### src/rtl/hazard_fwd_ctrl.sv
`default_nettype none
// ============================================================================
// Module   : hazard_fwd_ctrl
// Purpose  : 5-stage pipeline hazard unit: load-use / RAW stall, registered
//            EX operand-forward selects and HI/LO (MDU) busy interlock.
//            Define HAZ_FWD_EN to resolve ALU RAW hazards by forwarding;
//            without it RAW hazards stall until the producer reaches WB.
// Revision : 1.0 - initial release
// ============================================================================
module hazard_fwd_ctrl #(
    parameter int unsigned MDU_LATENCY = 4
) (
    input  logic       clk,
    input  logic       rst_n,
    input  logic       id_valid,
    input  logic [4:0] id_rs,
    input  logic [4:0] id_rt,
    input  logic       id_use_rs,
    input  logic       id_use_rt,
    input  logic       id_mdu_start,
    input  logic       id_hilo_rd,
    input  logic [4:0] ex_reg_dest,
    input  logic       ex_reg_write,
    input  logic       ex_mem_read,
    output logic       stall,
    output logic [1:0] fwd_a_sel,
    output logic [1:0] fwd_b_sel,
    output logic       mdu_busy
);

    localparam logic [1:0] c_sel_rf    = 2'b00;
    localparam logic [1:0] c_sel_exmem = 2'b01;
    localparam logic [1:0] c_sel_memwb = 2'b10;
    localparam logic [3:0] c_mdu_lat   = 4'(MDU_LATENCY);

    typedef enum logic [0:0] {
        ST_RUN  = 1'b0,
        ST_BUSY = 1'b1
    } mdu_state_t;

    mdu_state_t state_q, state_d;
    logic [3:0] cnt_q, cnt_d;
    logic       mem_valid_q, mem_valid_d;
    logic [4:0] mem_dest_q, mem_dest_d;

    logic ex_valid;
    logic ex_hit_a, ex_hit_b, mem_hit_a, mem_hit_b;
    logic ld_haz, mdu_haz, raw_haz;

    function automatic logic hit(input logic use_r, input logic tag_v,
                                 input logic [4:0] tag_d, input logic [4:0] r);
        return use_r && tag_v && (tag_d == r) && (r != 5'd0);
    endfunction

    // The WB stage carries no tag: the regfile writes before it is read.
    always_comb begin
        ex_valid    = ex_reg_write && (ex_reg_dest != 5'd0);
        mem_valid_d = ex_valid;
        mem_dest_d  = ex_reg_dest;
        ex_hit_a    = hit(id_use_rs, ex_valid, ex_reg_dest, id_rs);
        ex_hit_b    = hit(id_use_rt, ex_valid, ex_reg_dest, id_rt);
        mem_hit_a   = hit(id_use_rs, mem_valid_q, mem_dest_q, id_rs);
        mem_hit_b   = hit(id_use_rt, mem_valid_q, mem_dest_q, id_rt);
    end

    assign mdu_busy = (state_q == ST_BUSY);
    assign ld_haz   = id_valid && ex_mem_read && (ex_hit_a || ex_hit_b);
    assign mdu_haz  = id_valid && mdu_busy && (id_hilo_rd || id_mdu_start);

`ifdef HAZ_FWD_EN
    logic [1:0] fwd_a_q, fwd_a_d;
    logic [1:0] fwd_b_q, fwd_b_d;

    assign raw_haz = 1'b0;

    // Youngest writer (EX/MEM) takes priority over the older MEM/WB copy.
    always_comb begin
        fwd_a_d = c_sel_rf;
        fwd_b_d = c_sel_rf;
        if (id_valid && !stall) begin
            if (ex_hit_a)       fwd_a_d = c_sel_exmem;
            else if (mem_hit_a) fwd_a_d = c_sel_memwb;
            if (ex_hit_b)       fwd_b_d = c_sel_exmem;
            else if (mem_hit_b) fwd_b_d = c_sel_memwb;
        end
    end

    always_ff @(posedge clk or negedge rst_n) begin
        if (!rst_n) begin
            fwd_a_q <= c_sel_rf;
            fwd_b_q <= c_sel_rf;
        end else begin
            fwd_a_q <= fwd_a_d;
            fwd_b_q <= fwd_b_d;
        end
    end

    assign fwd_a_sel = fwd_a_q;
    assign fwd_b_sel = fwd_b_q;
`else
    assign raw_haz   = id_valid && (ex_hit_a || ex_hit_b || mem_hit_a || mem_hit_b);
    assign fwd_a_sel = c_sel_rf;
    assign fwd_b_sel = c_sel_rf;
`endif

    assign stall = ld_haz || mdu_haz || raw_haz;

    // A start refused by a stall is simply re-presented by ID next cycle.
    always_comb begin
        state_d = state_q;
        cnt_d   = cnt_q;
        case (state_q)
            ST_RUN: begin
                if (id_valid && id_mdu_start && !stall) begin
                    state_d = ST_BUSY;
                    cnt_d   = c_mdu_lat;
                end
            end
            ST_BUSY: begin
                cnt_d = cnt_q - 4'd1;
                if (cnt_q == 4'd1) state_d = ST_RUN;
            end
            default: begin
                state_d = ST_RUN;
                cnt_d   = 4'd0;
            end
        endcase
    end

    always_ff @(posedge clk or negedge rst_n) begin
        if (!rst_n) begin
            state_q     <= ST_RUN;
            cnt_q       <= 4'd0;
            mem_valid_q <= 1'b0;
            mem_dest_q  <= 5'd0;
        end else begin
            state_q     <= state_d;
            cnt_q       <= cnt_d;
            mem_valid_q <= mem_valid_d;
            mem_dest_q  <= mem_dest_d;
        end
    end

endmodule
`default_nettype wire
### config.mk
export PLATFORM = sky130hd
export DESIGN_NAME = hazard_fwd_ctrl
export DESIGN_NICKNAME = d
export VERILOG_FILES = /design/src/rtl/hazard_fwd_ctrl.sv
export SDC_FILE = /design/constraint.sdc
export NUM_CORES = 1
export LEC_CHECK = 0
export CAP_MARGIN = 10
export CORE_ASPECT_RATIO = 1.25
export CORE_MARGIN = 10
export CORE_UTILIZATION = 44
export CTS_BUF_LIST = sky130_fd_sc_hd__clkbuf_4
export DETAILED_ROUTE_END_ITERATION = 12
export PLACE_DENSITY = 0.85
export SETUP_SLACK_MARGIN = 0.02
export SLEW_MARGIN = 20
export SYNTH_ARGS = -nofsm -noshare
export SYNTH_HDL_FRONTEND = slang
export SYNTH_SLANG_ARGS = --single-unit
### constraint.sdc
create_clock -name clk -period 2.7 [get_ports clk]
set_input_delay 0.54 -clock clk [delete_from_list [all_inputs] [get_ports clk]]
set_output_delay 0.54 -clock clk [all_outputs]
set_load 0.005 [all_outputs]
* After elaboration in Yosys (flattened, before gate mapping)
Cells that the tools add are included.
Word-level totals: input bits 24, register bits after elaboration 11, output and inout port bits 6, logic and storage cells 47
Cells by class: multiplexer cells 5, reduce and logical (&&, ||, !) cells 30, add/subtract/negate cells 1, bitwise operators 1, equal/unequal tests 6
Operators by type and width (number):
- == test 5 bit | 4
- logical AND 1 bit | 20
- nonzero test 5 bit | 3
- case mux 4 bit (2 select lines) | 1
- logical OR 1 bit | 6
- == test 4 x 1 -> 1 bit (second input constant) | 1
- two-way mux 4 bit | 1
- subtractor 4 x 1 -> 4 bit (second input constant) | 1
- two-way mux 1 bit | 2
- inequality test 2 bit (second input constant) | 1
- case mux 1 bit (2 select lines) | 1
- zero test 1 bit | 1
- NOT 1 bit | 1

* Longest topological paths before layout
depth in word-level cells 14, mapped depth 6, depth with buffers taken out 6

* Least setup slack after synthesis
No wires, ideal clock.
kind in2out, start point in id_rs[0], end point out stall, setup slack 0.332 ns, data required time 2.160 ns, stages 5, arrival time 1.828 ns, path buffers 0, cells stage by stage or4_1 o21a_1 nand4_2 o311ai_2 o31a_2
Between the ends: word-level cells in the longest chain between the ends 8, elaborated cells on any way between the ends 14, classes of those cells 2 x eq/ne; 12 x reduce/logical
Ends and longest elaborated chain:
- start, declared | RTL line 16 | input logic [4:0] id_rs,
- == test 5 bit | RTL line 52 | return use_r && tag_v && (tag_d == r) && (r != 5'd0);
- logical AND 1 bit (2 in a row) | RTL line 52
- logical OR 1 bit | RTL line 67, 101
- logical OR 1 bit (2 in a row) | RTL line 101 | assign raw_haz = id_valid && (ex_hit_a || ex_hit_b || mem_hit_a || mem_hit_b);
- logical AND 1 bit | RTL line 101
- logical OR 1 bit * | RTL line 106 | assign stall = ld_haz || mdu_haz || raw_haz;
- end, declared | RTL line 25 | output logic stall,
Every way passes the cells marked *; elsewhere a longest branch is shown, timed or not.

* Worst setup path after layout
start point in id_rt[2], end point out stall
Between the ends: word-level cells in the longest chain between the ends 8, elaborated cells on any way between the ends 14, classes of those cells 2 x eq/ne; 12 x reduce/logical
Ends and longest elaborated chain:
- start, declared | RTL line 17 | input logic [4:0] id_rt,
- == test 5 bit | RTL line 52
- logical AND 1 bit (2 in a row) | RTL line 52
- logical OR 1 bit | RTL line 67, 101
- logical OR 1 bit (2 in a row) | RTL line 101
- logical AND 1 bit | RTL line 101
- logical OR 1 bit * | RTL line 106
Marked as above.

==> results by group <==
Layout
  – Layout area overhead: 57.87%
  – Share of layout cells above drive strength 1: 0.3171
  – Most frequent cells in the layout: buf_4 (18), xnor2_1 (12), dfrtp_1 (11), clkdlybuf4s50_1 (11), xor2_1 (10)
  – Nets: 150
  – Multi-input combinational cell area: about 490 µm²
  – Reg area: 275.3 µm²
  – Commonest non-fill, non-tap cell in the layout: buf_4
  – Layout fillers: about 130
  – Diode count: 0

Synth
  – Synth Flop Type: dfrtp_1
  – Sequential element share of the synthesized area: 0.3607
  – Yosys Warn Count: 0
  – #FFs+latches synth: 11
  – Synth Instances: 77
  – Mapped Area: between 700 and 800 µm²
  – Dominant cells by area after synthesis: dfrtp_1 (36%), xnor2_1 (14%), xor2_1 (11%), buf_4 (3.9%), ha_1 (3.3%)
  – Ys async rst share: 1.000
  – Netlist cell types: 24
  – Synth area leader: dfrtp_1
  – Share of the synthesized area in the top cell type: 0.3607
  – EDFF count, synth: 0
  – Syn_area_per_cell: ~10 µm²

Setup path
  – Flop-to-flop setup slack: roughly 0.95 ns
  – CP Max Fanout: 2
  – Worst EP arrival: roughly 2.1 ns
  – R2r worst-path depth: 7
  – RR Endpoint: cnt_q[2]
  – Worst setup EP type: output port
  – FF-to-FF Start: mem_dest_q[4]
  – Critical Path RT: ~2.2 ns
  – Critical Path Source Type: input port
  – Crit Path Class: input port to output port

Floorplan
  – Total core area: 0.001602 mm²
  – Initial Util: 0.4766
  – # IOs: 30
  – Die width: 57.25 µm
  – Die Area: between 0.003 and 0.004 mm²
  – FP Rows: 16
  – DIE HEIGHT: approximately 67 µm

Global routing
  – Antenna violations before repair: 0
  – Vias in the first global route: around 800
  – Global-route usage over all layers: 0.1139
  – GRT overflow: 0
  – Largest net degree at the start of global routing: 12
  – First-pass GRT wire length: between 3000 and 4000 µm

STA
  – TNS Setup: 0 ns
  – RSZ-0062 raised after global routing: false
  – Clk_skew: 0.008959 ns
  – Fin crit period: between 2 and 3 ns
  – Final setup viols: 0
  – Achievable Freq: about 380 MHz
  – Tcrit/Tclk final: 0.9758
  – Max Slew Vio Count: 0
  – Fin. Hold Viols: 0

CTS
  – Root Driver: clkbuf_4
  – Depth of the CTS H-tree: 1
  – CTS tree: yes
  – Clock Latency Late Sink: about 0.27 ns
  – Postcts setup bufs: 0
  – CTS Sinks: 11
  – Worst-path clk slew: 0.08 ns
  – Clock tree buffer depth: 2
  – Cts hold-fix bufs: 0
  – Total CTS buffers: 3

Detailed routing
  – Via count: 708
  – 1st-iter DRT viols: 18
  – # DRC: 0
  – Antenna viol nets, final: 0
  – Routed wire per std cell: about 15 µm
  – Routed WL: ~2100 µm
  – Via/cell ratio: between 5 and 6
  – Drt pass-1 iters: 4

Pwr
  – Final Power: approximately 0.66 mW
  – Max VDD drop: roughly 0.00041 V
  – Pleak: around 0.53 nW
  – Power Density: between 500 and 600 mW/mm²

Min path
  – HP Start: cnt_q[3]
  – Worst Hold Path Cells: 1
  – HP Class: register to register
  – Hold endpoint: mdu_busy

Placement
  – Gpl congestion: roughly 0.81
  – PortBufs: 24
  – DP HPWL: between 1500 and 2000 µm

Run status
  – Outcome: completed

Job
  – Max Cap Viol: 0
## metal layers
layer	vias to the layer above	global-route usage	wire, µm
met1	325	0.1046	792
met2	24	0.2174	1130
met3	6	0.03985	116
met4	0	0.05294	55
li1	353	-	-
met5	-	0	0
## cell usage after synthesis (2+ instances only)
master	n
buf_4	4
ha_1	2
o21ai_0	3
nand4_1	2
xor2_1	10
nand2_1	6
or4_1	3
o31a_2	2
inv_1	5
nor3_1	4
xnor2_1	12
nor2_1	2
dfrtp_1	11
## per-stage QoR
step	std cells	setup WS, ns	area [µm²]	util	hold WS (ns)
final	141	0.06532	1205	0.7523	0.5335
after global routing	141	0.01880	1205	0.7523	0.5690
after floorplan	80	0.3324	774.5	-	0.2444
after detailed placement	137	-0.6042	1150	0.7180	0.5329
after global placement	137	-0.5941	1150	0.7180	0.5212
after CTS	141	0.02858	1201	0.7500	0.5495
## worst max-delay path, cell delays in order
cell and delay [ns]:
dlygate4sd2_1 0.27, or4_4 0.50, o21ai_4 0.18, o311ai_2 0.13, o31a_2 0.35, buf_2 0.13
## how the worst max path moves through the flow
stage | from | to | slack [ns] | cells past startpoint
6_report | id_rt[2] | stall | 0.07 | 6
5_1_grt | id_rt[2] | stall | 0.02 | 6
4_1_cts | id_rs[0] | stall | 0.03 | 7
3_5_place_dp | id_rt[0] | stall | -0.60 | 6
3_3_place_gp | id_rt[0] | stall | -0.59 | 6
2_1_floorplan | id_rs[0] | stall | 0.33 | 5
## registers in the layout, summed over array words and instances (netlist names)
| signal | count |
|---|---|
| mem_dest_q | 5 |
| cnt_q | 4 |
| mdu_busy | 1 |
| mem_valid_q | 1 |
## area by class of cell
class	instances	area share
Clock buffer	4	0.02492
Inverter	5	0.01558
Multi-Input combinational cell	60	0.4102
Sequential cell	11	0.2285
Tap cell	18	0.01869
Timing Repair Buffer	43	0.3022
## timing repair
action | in CTS | in global routing
resized for setup | 26 | 9
setup endpoints to repair | 1 | 1
pin swaps | 9 | 8
## where the power goes
| part | leakage, nW | switching (mW) | internal (mW) | total [mW] |
|---|---|---|---|---|
| Combinational | 0.384 | 0.125 | 0.163 | 0.287 |
| Clock | 0.0184 | 0.0559 | 0.0672 | 0.123 |
| Sequential | 0.128 | 0.0424 | 0.207 | 0.250 |
## cells by family (layout without fill, tap and decap cells)
group / count (synthesis) / in the layout / share of synthesized area
other: 1 / 4 / 0.004913
adders and majority gates: 2 / 2 / 0.03278
and+or+nand+nor: 22 / 22 / 0.1787
AOI/OAI and AO/OA: 10 / 10 / 0.1066
DFF: 11 / 11 / 0.3607
buffers and inverters: 9 / 52 / 0.06394
xor gates and xnor gates: 22 / 22 / 0.2525
Power figures use the tool's default switching activity.
